$ cat config.mk
export PLATFORM = sky130hd
export DESIGN_NAME = mac_seq_ctrl
export DESIGN_NICKNAME = d
export VERILOG_FILES = /design/src/rtl/mac_ctrl_pkg.sv /design/src/rtl/mac_vld_pipe.sv /design/src/rtl/mac_seq_ctrl.sv
export SDC_FILE = /design/constraint.sdc
export NUM_CORES = 1
export LEC_CHECK = 0
export BUFFER_PORTS_ARGS = -buffer_cell sky130_fd_sc_hd__clkbuf_2
export CELL_PAD_IN_SITES_DETAIL_PLACEMENT = 1
export CELL_PAD_IN_SITES_GLOBAL_PLACEMENT = 2
export CORE_MARGIN = 3
export CORE_UTILIZATION = 25
export DETAILED_ROUTE_END_ITERATION = 10
export GPL_TIMING_DRIVEN = 0
export PLACE_DENSITY_LB_ADDON = 0.25
export RECOVER_POWER = 25
export SYNTH_ARGS = -nofsm -noshare
export SYNTH_HDL_FRONTEND = slang
export SYNTH_HIERARCHICAL = 1
export SYNTH_SLANG_ARGS = --single-unit
$ cat constraint.sdc
create_clock -name clk_i -period 4.4 [get_ports clk_i]
set_clock_uncertainty 0.1 [all_clocks]
set_input_delay 0.88 -clock clk_i [delete_from_list [all_inputs] [get_ports clk_i]]
set_output_delay 0.88 -clock clk_i [all_outputs]
set_load 0.01 [all_outputs]
$ cat src/rtl/mac_ctrl_pkg.sv
// Shared definitions for the MAC sequencer: FSM encoding and default sizing.
package mac_ctrl_pkg;

    localparam int XLEN_DEF        = 32;
    localparam int MAC_LATENCY_DEF = 3;
    localparam int LEN_W_DEF       = 8;

    typedef enum logic [1:0] {
        IDLE  = 2'd0,
        ISSUE = 2'd1,
        DRAIN = 2'd2,
        DONE  = 2'd3
    } state_t;

endpackage

$ cat src/rtl/mac_vld_pipe.sv
// Valid shift register that mirrors the fixed MAC pipeline depth, so the
// output bit marks the cycle in which an issued pair's partial sum returns.
module mac_vld_pipe #(
    parameter int DEPTH = 3
) (
    input  logic clk,
    input  logic rst_n,
    input  logic clear,
    input  logic din,
    output logic dout
);

    logic [DEPTH-1:0] stages;

    always_ff @(posedge clk or negedge rst_n) begin
        if (!rst_n) begin
            stages <= '0;
        end else if (clear) begin
            stages <= '0;
        end else begin
            stages[0] <= din;
            for (int i = 1; i < DEPTH; i++) begin
                stages[i] <= stages[i-1];
            end
        end
    end

    assign dout = stages[DEPTH-1];

endmodule

$ cat src/rtl/mac_seq_ctrl.sv
// Sequencer that issues N operand pairs to the latency-fixed MAC datapath and
// accumulates the returned partial sums into one result word.
module mac_seq_ctrl
    import mac_ctrl_pkg::*;
#(
    parameter int XLEN        = XLEN_DEF,
    parameter int MAC_LATENCY = MAC_LATENCY_DEF,
    parameter int LEN_W       = LEN_W_DEF
) (
    input  logic             clk_i,
    input  logic             rst_i,
    input  logic             start_i,
    input  logic [LEN_W-1:0] len_i,
    input  logic             abort_i,
    output logic             busy_o,
    input  logic             op_valid_i,
    output logic             op_ready_o,
    input  logic [XLEN-1:0]  kernel_i,
    input  logic [XLEN-1:0]  image_i,
    output logic [XLEN-1:0]  mac_a_o,
    output logic [XLEN-1:0]  mac_b_o,
    input  logic [XLEN-1:0]  mac_res_i,
    output logic             res_valid_o,
    input  logic             res_ready_i,
    output logic [XLEN-1:0]  result_o
);

    state_t           state;
    state_t           state_next;
    logic [LEN_W-1:0] issue_cnt;
    logic [LEN_W-1:0] pend_cnt;
    logic [XLEN-1:0]  acc;
    logic [XLEN-1:0]  acc_sum;
    logic [XLEN-1:0]  result_q;
    logic             kill;
    logic             fire;
    logic             vld_out;
    logic             acc_en;
    logic             enter_done;

    // Abort only matters inside a job and wins over issue and accumulate.
    assign kill       = abort_i && (state != IDLE);
    assign fire       = (state == ISSUE) && op_valid_i && !abort_i;
    assign acc_en     = vld_out && !kill && ((state == ISSUE) || (state == DRAIN));
    assign acc_sum    = acc + mac_res_i;
    assign enter_done = (state_next == DONE) && (state != DONE);

    mac_vld_pipe #(
        .DEPTH (MAC_LATENCY)
    ) u_vld_pipe (
        .clk   (clk_i),
        .rst_n (rst_i),
        .clear (kill),
        .din   (fire),
        .dout  (vld_out)
    );

    always_ff @(posedge clk_i or negedge rst_i) begin
        if (!rst_i) begin
            state <= IDLE;
        end else begin
            state <= state_next;
        end
    end

    always_comb begin
        state_next = state;
        case (state)
            IDLE: begin
                if (start_i) begin
                    state_next = (len_i != '0) ? ISSUE : DONE;
                end
            end
            ISSUE: begin
                if (abort_i) begin
                    state_next = IDLE;
                end else if (fire && (issue_cnt == LEN_W'(1))) begin
                    state_next = DRAIN;
                end
            end
            DRAIN: begin
                if (abort_i) begin
                    state_next = IDLE;
                end else if (acc_en && (pend_cnt == LEN_W'(1))) begin
                    state_next = DONE;
                end
            end
            DONE: begin
                if (abort_i || res_ready_i) begin
                    state_next = IDLE;
                end
            end
            default: state_next = IDLE;
        endcase
    end

    always_comb begin
        busy_o      = (state != IDLE);
        op_ready_o  = (state == ISSUE);
        res_valid_o = (state == DONE);
        mac_a_o     = fire ? kernel_i : '0;
        mac_b_o     = fire ? image_i  : '0;
    end

    // result_q is loaded only on entry to DONE so it survives the handshake and the next job start.
    always_ff @(posedge clk_i or negedge rst_i) begin
        if (!rst_i) begin
            issue_cnt <= '0;
            pend_cnt  <= '0;
            acc       <= '0;
            result_q  <= '0;
        end else if (kill) begin
            issue_cnt <= '0;
            pend_cnt  <= '0;
            acc       <= '0;
        end else begin
            if ((state == IDLE) && start_i) begin
                issue_cnt <= len_i;
                pend_cnt  <= len_i;
                acc       <= '0;
            end
            if (fire) begin
                issue_cnt <= issue_cnt - LEN_W'(1);
            end
            if (acc_en) begin
                acc      <= acc_sum;
                pend_cnt <= pend_cnt - LEN_W'(1);
            end
            if (enter_done) begin
                result_q <= (state == IDLE) ? '0 : acc_sum;
            end
        end
    end

    assign result_o = result_q;

endmodule

==> key figures, run 1 <==
Status
  • Outcome: finished, violations left
  • Failing checks: capacitance limit, slew limit

Place
  • GPL Wtd Cong: 0.763
  • Post-Place Cells: 1121
  • DP HPWL: 15600 microns
  • Port Buffers: 208
  • Dpl cell area: 7210 sq um

Drt
  • Drt first pass iters: 4
  • Avg Vias per Cell: 4.91
  • Post-DRT Antenna Nets: 0
  • Routed Wire Length: 19700 microns
  • Routed length on met3: 1190 microns
  • Max Used Layer: met5
  • # DRC: 0
  • Met2 Wirelength: 9280 microns
  • DRT iter0 DRCs: 113
  • Routed via count: 5582
  • Wire per inst: 17.3 microns
  • Met1 WL: 9030 microns

Logic synthesis
  • Post-synth EDFFs: 0
  • Post-synth top area share: 0.368
  • Gate Count Post-Synth: 627
  • Main area contributors after synthesis: dfrtp_1, ha_1, and2_1
  • Top cells by count, synth: dfrtp_1, and2_1, nand2_1
  • Synth area leader: dfrtp_1
  • Cell Area, Synth: 5790 sq um
  • Netlist cell types: 64
  • Top FF cell, synth: dfrtp_1
  • Syn_nets: 777
  • Syn avg cell area: 9.23 sq um
  • Yosys Warn Count: 6
  • Cell with the most instances after synthesis: dfrtp_1
  • Asr flop ratio synth: 1.00
  • Seq/Total Area, Yosys: 0.368
  • Post-synthesis register bit count: 85

Power and ir drop
  • Cell Int Power: 1960 uW
  • Switching share of power: 0.410
  • Switching power: 1360 uW
  • VDD IR max: 0.167 mV
  • Clock power share: 0.217
  • Sequential share of power: 0.355
  • Comb pwr share: 0.428
  • Power per cell area: 446 nW/um^2
  • Leakage power: 0.00393 uW
  • Tot Pwr: 3320 uW

GRT
  • First-pass GRT wire length: 31400 microns
  • GRT Util Overall: 0.158
  • Number of global-route vias before repair: 5899
  • Largest net degree at the start of global routing: 46
  • Total grt overflow: 0
  • Number of antenna violations at the first check in global routing: 1

Clock network
  • Cts repair resizes: 0
  • CTS tree: built
  • Hold-fix buffers, CTS: 0
  • Clk_lat worst skew: 0.35 ns
  • Clock buffer depth: 2
  • CTS Sinks: 85
  • Clk slew on worst S/H paths: 0.06 ns
  • Num CTS Buffers: 9
  • Clock tree root driver cell: clkbuf_16
  • CTS H-tree depth: 3
  • Setup Fix Bufs, Post-CTS: 0

Setup path
  • Crit. End Element: flip-flop
  • Critical Path RT: 4.53 ns
  • Flop2flop setup slack: 0.97 ns
  • Critical path's largest stage delay: 0.46 ns
  • Crit path arrival time: 3.88 ns
  • CP max-delay cell: a21boi_0
  • CP cell instances: clkbuf_2, ha_1, inv_1, fa_1, nor2b_1, o2111ai_1, a21boi_0, nand3_1, a31oi_1, o211ai_1, a21oi_1, xor2_1, a22o_1
  • CP Max Fanout: 4
  • Worst setup path class: input port to flip-flop
  • Startpoint types: input port

Finish
  • Finished Cell Area: 7450 sq um
  • Finished Layout Cells: 1136
  • Area Overhead vs Synth: 28.7%
  • Share of layout cells above drive strength 1: 0.284
  • Fillers: 2745
  • Fin nets: 997
  • Diodes inserted: 0

STA
  • Max-Slew Margin vs Limit: -0.563
  • Fmax achieved: 267 MHz
  • Finish-stage setup viols: 0
  • RSZ-0062 raised after global routing: false
  • Slew Viols, Final: 42
  • Fin crit share: 0.851
  • Hold Vio Cnt, Final: 0
  • Hold Slack: 0.366 ns
  • Fin Setup TNS: 0 ns
  • Crit path time final: 3.74 ns
  • Worst-Margin Slew: 2.35 ns

Hold path
  • Worst hold path class: flip-flop to flip-flop

Floorplan
  • Row count: 55
  • Initial core utilization: 0.255
  • Die area: 25000 sq um
  • Total core area: 22700 sq um
  • Die Y: 158 microns
  • I/O Pins: 209
  • Chip width: 158 microns

Flow run
  • Max-cap violation count: 1
## cells by family after synthesis
group                    count (synthesis)  synth area share
AND/OR/NAND/NOR                        222             0.210
AO/OA/AOI/OAI                          203             0.251
flip-flops                              85             0.368
buffers and inverters                   43            0.0309
adder cells (fa/ha/maj)                 40            0.0878
XOR/XNOR                                29            0.0439
multiplexers                             5           0.00887
## worst max-delay path: cells and delay by family
kind            cells  cell delay (ns)
compound gates      6             1.63
buf+inv             2             0.19
fa+ha+maj           2             0.62
xor+xnor            1             0.12
simple gates        2             0.42
## final timing paths
kind | startpoint | end | depth (start not counted)
setup / recovery | mac_res_i[0] | result_o[30] | 13
hold / removal | u_vld_pipe/stages[0] | u_vld_pipe/stages[1] | 1
setup reg to reg | acc[0] | result_o[30] | 12
hold reg to reg | u_vld_pipe/stages[0] | u_vld_pipe/stages[1] | 1
max in group asynchronous | rst_i | result_o[27] | 2
min in group asynchronous | rst_i | result_o[13] | 1
## layout make-up
cell class | count | area [sq um] | share of cell area
flip-flops and latches | 85 | 2130 | 0.286
multi-input cells | 499 | 3480 | 0.467
repair buffers | 209 | 1040 | 0.140
clock buffers | 13 | 250 | 0.0336
inverters | 14 | 52.6 | 0.00706
well taps | 285 | 357 | 0.0479
clock inverters | 2 | 10.0 | 0.00134
plain buffers | 29 | 126 | 0.0170
## per-stage QoR
step	utilization	worst slack, ns
global route	0.328	0.208
detailed placement	0.318	0.304
global placement	0.316	0.311
floorplan	-	1.18
finish	0.328	0.656
CTS	0.329	0.649
## metal layers
metal,track usage,up-vias
met5,0,-
met4,0.0270,2
met3,0.0377,14
met2,0.267,164
met1,0.210,2664
li1,-,2738
## placed cells by master, fill, tap and decap left out, drive strengths merged, types with 14 or more instances in the layout
cell type / instances
nor2: 25
inv: 14
ha: 39
a21oi: 43
a21o: 24
nand2: 58
and2: 74
a22o: 38
clkbuf: 246
dfrtp: 85
xnor2: 16
o21ai: 33
## power by group through the flow
stage          sequential (uW)  combinational (uW)  clock (uW)
6_report                  1180                1420         719
5_1_grt                   1210                1610         777
2_1_floorplan             1210                 844           0
3_5_place_dp              1200                1450           0
3_3_place_gp              1200                1440           0
4_1_cts                   1190                1460         747
## state kept, by name, summed over array words and instances, names as in the netlist
register,flops
acc,32
result_o,32
issue_cnt,8
pend_cnt,8
u_vld_pipe/stages,3
state,2
Power figures use the tool's default switching activity.
==> run 2, diff against run 1 <==
REMOVE_ABC_BUFFERS = 1   (was default)
==> run 2 against run 1 <==
- the run still ends with capacitance limit, slew limit left
- setup slack worse by 0.092 ns
- die area stayed put
- utilization is 0.072 points higher
- critical path depth is 1 lower
- routed wire length is 3.4% higher
- via count is 1.5% lower
==> key figures, run 2 (synthesis results as in run 1) <==
Setup path
  • Worst setup path class: flip-flop to flip-flop
  • CP Max Fanout: 72 (+68)
  • Startpoint types: flip-flop
  • Crit. End Element: flip-flop
  • Critical Path RT: 4.59 ns (+0.06 ns)
  • FF-to-FF End: result_o[15]
  • Crit path from: state[1]
  • Flop2flop setup slack: 0.56 ns (-0.41 ns)
  • CP delay by family, top: simple AND/OR/NAND/NOR gates
  • R2R Path Start: state[1]
  • CP max-delay cell: clkinv_2
  • Total stage count of the critical path: 12 (-1)
  • Buf+Inv Stages, Crit Path: 2 (unchanged)
  • Crit path arrival time: 4.02 ns (+0.14 ns)
  • Worst r2r path cells: 12 (unchanged)
  • CP cell instances: inv_1, ha_1, nand3b_4, clkinv_2, nand3b_1, nor3_1, nand2b_1, a21oi_1, o32a_1, nand2_4, nor2_4, a22o_1
  • Critical Path Sink: result_o[15]
  • Critical path's largest stage delay: 0.54 ns (+0.08 ns)

GRT
  • Grt peak-use layer: met2
  • Total grt overflow: 0 (unchanged)
  • GR Layer Usage met3: 0.0344 (-0.00328)
  • First-pass GRT wire length: 31600 microns (+0.48%)
  • Number of global-route vias before repair: 5812 (-1.5%)
  • GRT Util Overall: 0.162 (+0.00417)
  • Largest net degree at the start of global routing: 73 (+59%)
  • Number of antenna violations at the first check in global routing: 0 (-1)
  • M1 GR Usage: 0.199 (-0.0106)
  • Met2 global-route usage: 0.285 (+0.0182)

Clock network
  • Clk_lat worst skew: 0.35 ns (about the same)
  • Num CTS Buffers: 9 (unchanged)
  • CTS H-tree depth: 3 (unchanged)
  • CTS Sinks: 85 (unchanged)
  • Clock tree root driver cell: clkbuf_16
  • Clk slew on worst S/H paths: 0.07 ns (about the same)
  • Clock buffer depth: 2 (unchanged)
  • CTS tree: built

Finish
  • Finished Cell Area: 7460 sq um (+0.22%)
  • Finished Layout Cells: 1109 (-2.4%)
  • Most frequent cells in the layout: clkbuf_2, dfrtp_1, and2_1
  • Share of layout cells above drive strength 1: 0.297 (+0.0130)
  • FF+latch area: 2130 sq um (unchanged)
  • Most common cell after layout, fill and taps aside: clkbuf_2
  • Area Overhead vs Synth: 29.0%
  • Diodes inserted: 0 (unchanged)
  • Fin nets: 970 (-2.7%)
  • Area of the multi-input gates: 3510 sq um (+0.86%)
  • Fillers: 2704 (-1.5%)

Drt
  • Avg Vias per Cell: 4.96 (+0.87%)
  • # DRC: 0 (unchanged)
  • Routed via count: 5497 (-1.5%)
  • Wire per inst: 18.3 microns (+5.9%)
  • Drt first pass iters: 4 (unchanged)
  • Routed Wire Length: 20300 microns (+3.4%)
  • Post-DRT Antenna Nets: 0 (unchanged)
  • DRT iter0 DRCs: 161 (+42%)

Flow run
  • Max-cap violation count: 1 (unchanged)

STA
  • Final worst-path setup slack: 0.564 ns (-0.0923 ns)
  • Finish-stage setup viols: 0 (unchanged)
  • Slew Viols, Final: 39 (-7.1%)
  • Fmax achieved: 261 MHz (-2.4%)
  • Worst-Margin Slew: 2.26 ns (-0.0818 ns)
  • Hold Vio Cnt, Final: 0 (unchanged)
  • Max-Slew Margin vs Limit: -0.509 (+0.0545)
  • Fin crit share: 0.872 (+0.0210)
  • Crit path time final: 3.84 ns (+0.0923 ns)
  • RSZ-0062 raised after global routing: false

Hold path
  • Hold Path Origin: u_vld_pipe/stages[1]
  • Worst hold path class: flip-flop to flip-flop

Power and ir drop
  • VDD IR max: 0.163 mV (-2.9%)
  • Leakage power: 0.00394 uW (+0.39%)
  • Power per cell area: 468 nW/um^2 (+5.0%)

Place
  • Port Buffers: 208 (unchanged)
  • Dpl ws: -0.910 ns (-1.21 ns)
  • Dpl cell area: 7150 sq um (-0.92%)
  • DP HPWL: 15800 microns (+0.97%)
  • GPL Wtd Cong: 0.775 (+1.5%)
  • Post-Place Cells: 1094 (-2.4%)

Floorplan
  • Die area: 25000 sq um (unchanged)
  • I/O Pins: 209 (unchanged)
  • Initial core utilization: 0.255 (unchanged)
  • Total core area: 22700 sq um (unchanged)
  • Die Y: 158 microns (unchanged)
  • Row count: 55 (unchanged)
  • Chip width: 158 microns (unchanged)

Status
  • Outcome: finished, violations left
  • Failing checks: capacitance limit, slew limit
-- run 2: layout make-up --
type | count | area share
well taps | 285 | 0.0478
inverters | 14 | 0.00721
clock buffers | 10 | 0.0307
flip-flops and latches | 85 | 0.285
multi-input cells | 499 | 0.470
repair buffers | 211 | 0.146
clock inverters | 5 | 0.0134
-- run 2: worst min-delay path by stage --
stage / to / slack (ns) / cells after the start
5_1_grt: u_vld_pipe/stages[2] / 0.40 / 1
2_1_floorplan: u_vld_pipe/stages[1] / 0.34 / 1
3_3_place_gp: u_vld_pipe/stages[2] / 0.34 / 1
6_report: u_vld_pipe/stages[2] / 0.36 / 1
3_5_place_dp: u_vld_pipe/stages[2] / 0.35 / 1
4_1_cts: u_vld_pipe/stages[2] / 0.37 / 1
-- run 2: per-stage QoR --
| step | hold slack, ns | utilization | power (uW) | TNS, ns |
|---|---|---|---|---|
| finish | 0.363 | 0.329 | 3490 | 0 |
| global route | 0.405 | 0.329 | 3780 | 0 |
| CTS | 0.368 | 0.330 | 3560 | 0 |
| detailed placement | 0.353 | 0.315 | 2650 | -11.47 |
| global placement | 0.342 | 0.311 | 2580 | -16.56 |
| floorplan | 0.339 | - | 2010 | 0 |
-- run 2: metal layers --
layer,wire (microns),vias up
met5,0,-
met4,444,0
met3,1150,20
met2,9930,170
met1,8810,2623
li1,-,2684
-- run 2: timing repair --
item,in CTS,in global routing
setup endpoints to repair,12,12
resized for setup,3,1
hold endpoints to repair,0,0
pin swaps,0,0
buffers inserted,0,0
hold buffers,0,0
-- run 2: power breakdown --
group,switching (uW),internal (uW),leakage [uW]
Clock,334,551,0.000162
Combinational,867,566,0.00264
Sequential,169,1010,0.00114
==> run 3, diff against run 2 <==
CTS_BUF_LIST = sky130_fd_sc_hd__clkbuf_4   (was default)
==> run 3 against run 2 <==
- the flow still finishes with violations (capacitance limit, slew limit)
- utilization fell by 0.67 points
- final cell count about the same
- total power is 8.5% lower
- setup slack lost 0.0068 ns
- register-to-register slack about the same
- final area fell by 2.0%
- first-iteration DRC count increased by 11%
- global-route usage hardly changed
- worst hold slack better by 0.017 ns
- largest power group unchanged
==> key figures, run 3 (synthesis results as in run 1) <==
Finish
  • Area of the multi-input gates: 3510 sq um (unchanged)
  • Finished Layout Cells: 1110 (+0.090%)
  • Share of layout cells above drive strength 1: 0.299 (+0.00121)
  • Fin nets: 970 (unchanged)
  • FF+latch area: 2130 sq um (unchanged)
  • Most common cell after layout, fill and taps aside: clkbuf_2
  • Most frequent cells in the layout: clkbuf_2, dfrtp_1, and2_1
  • Area Overhead vs Synth: 26.4%
  • Fillers: 2725 (+0.78%)

Setup path
  • CP Max Fanout: 72 (unchanged)
  • Startpoint types: flip-flop
  • Crit path arrival time: 4.14 ns (+0.12 ns)
  • Critical Path RT: 4.70 ns (+0.11 ns)
  • Worst setup path class: flip-flop to flip-flop
  • Crit. End Element: flip-flop

Status
  • Failing checks: capacitance limit, slew limit
  • Outcome: finished, violations left

Power and ir drop
  • Tot Pwr: 3200 uW (-8.5%)
  • Power per cell area: 437 nW/um^2 (-6.6%)
  • VDD IR max: 0.113 mV (-30%)
  • Leakage power: 0.00388 uW (-1.7%)

STA
  • Final worst-path setup slack: 0.557 ns (-0.00683 ns)
  • Max-Slew Margin vs Limit: -0.503 (+0.00564)
  • Fin crit share: 0.873 (+0.00155)
  • Worst-Margin Slew: 2.25 ns (-0.00845 ns)
  • Fmax achieved: 260 MHz (-0.18%)
  • RSZ-0062 raised after global routing: false
  • Hold Vio Cnt, Final: 0 (unchanged)
  • Fin Setup TNS: 0 ns (unchanged)
  • Crit path time final: 3.84 ns (+0.00683 ns)
  • Slew Viols, Final: 39 (unchanged)
  • Finish-stage setup viols: 0 (unchanged)

Clock network
  • Clock tree root driver cell: clkbuf_4
  • Clk_lat worst skew: 0.47 ns (+0.12 ns)
  • CTS Sinks: 85 (unchanged)
  • CTS H-tree depth: 3 (unchanged)
  • Clock buffer depth: 2 (unchanged)
  • Clk slew on worst S/H paths: 0.13 ns (+0.06 ns)
  • Setup Fix Bufs, Post-CTS: 0 (unchanged)
  • CTS tree: built
  • Num CTS Buffers: 9 (unchanged)

GRT
  • Total grt overflow: 0 (unchanged)
  • Number of global-route vias before repair: 5811 (-0.017%)
  • Number of antenna violations at the first check in global routing: 1 (+1)
  • Largest net degree at the start of global routing: 73 (unchanged)
  • First-pass GRT wire length: 31600 microns (+0.13%)
  • GRT Util Overall: 0.163 (about the same)

Place
  • GPL Wtd Cong: 0.775 (unchanged)
  • Post-Place Cells: 1094 (unchanged)
  • Port Buffers: 208 (unchanged)
  • DP HPWL: 15800 microns (unchanged)
  • Dpl ws: -0.910 ns (unchanged)

Floorplan
  • Total core area: 22700 sq um (unchanged)
  • Die Y: 158 microns (unchanged)
  • I/O Pins: 209 (unchanged)
  • Row count: 55 (unchanged)
  • Die area: 25000 sq um (unchanged)
  • Initial core utilization: 0.255 (unchanged)
  • Chip width: 158 microns (unchanged)

Drt
  • Routed via count: 5502 (+0.091%)
  • Routed Wire Length: 20300 microns (about the same)
  • Avg Vias per Cell: 4.96 (about the same)
  • DRT iter0 DRCs: 179 (+11%)
  • # DRC: 0 (unchanged)
  • Wire per inst: 18.3 microns (about the same)
  • Post-DRT Antenna Nets: 0 (unchanged)
  • Drt first pass iters: 5 (+1)

Flow run
  • Max-cap violation count: 1 (unchanged)

Hold path
  • Worst hold path class: flip-flop to flip-flop
-- run 3: cell types whose count changed in the layout (fill, tap and decap cells not counted) --
cell	previous run	this run
clkbuf_1	2	1
clkbuf_4	0	10
clkbuf_16	9	0
diode_2	0	1
-- run 3: timing repair --
action / CTS / global route
resized for setup: 3 / 1
setup endpoints to repair: 12 / 11
hold buffers: 0 / 0
-- run 3: cell type report --
class,instances,area share
multi-input cells,499,0.480
flip-flops and latches,85,0.291
repair buffers,211,0.149
well taps,285,0.0488
clock inverters,5,0.0137
clock buffers,10,0.0103
inverters,14,0.00736
diodes,1,0.000342
-- run 3: stage by stage --
stage / hold slack [ns] / area [sq um] / utilization
after detailed placement: 0.353 / 7150 / 0.315
after global placement: 0.342 / 7060 / 0.311
after global routing: 0.424 / 7310 / 0.322
final: 0.380 / 7310 / 0.322
after floorplan: 0.339 / 5660 / -
after CTS: 0.314 / 7330 / 0.323
-- run 3: worst max-delay path: stages, from the launching register on --
cell	delay (ns)
dfrtp_1	0.44
inv_1	0.10
ha_1	0.26
nand3b_4	0.15
clkinv_2	0.54
nand3b_1	0.30
nor3_1	0.10
nand2b_1	0.15
a21oi_1	0.18
o32a_1	0.37
nand2_4	0.42
nor2_4	0.47
a22o_1	0.19
-- run 3: final timing paths --
| check | slack (ns) | cells after the start | end | startpoint |
|---|---|---|---|---|
| max in group asynchronous | 1.03 | 2 | acc[29] | rst_i |
| worst max register to register | 0.56 | 12 | result_o[30] | state[1] |
| worst min register to register | 0.38 | 1 | u_vld_pipe/stages[2] | u_vld_pipe/stages[1] |
| min in group asynchronous | 0.96 | 1 | result_o[9] | rst_i |
| worst min-delay path | 0.38 | 1 | u_vld_pipe/stages[2] | u_vld_pipe/stages[1] |
| worst max-delay path | 0.56 | 12 | result_o[30] | state[1] |
-- run 3: report_power, final --
part	total [uW]	switching, uW	internal [uW]
combinational	1430	867	566
sequential	1170	167	1000
clock	594	304	290
total	3200	1340	1860
-- run 3: metal layers --
layer	up-vias	wire length, microns	track usage
met4	0	366	0.0447
met5	-	0	0
li1	2677	-	-
met2	175	9980	0.286
met1	2632	8820	0.199
met3	18	1170	0.0385
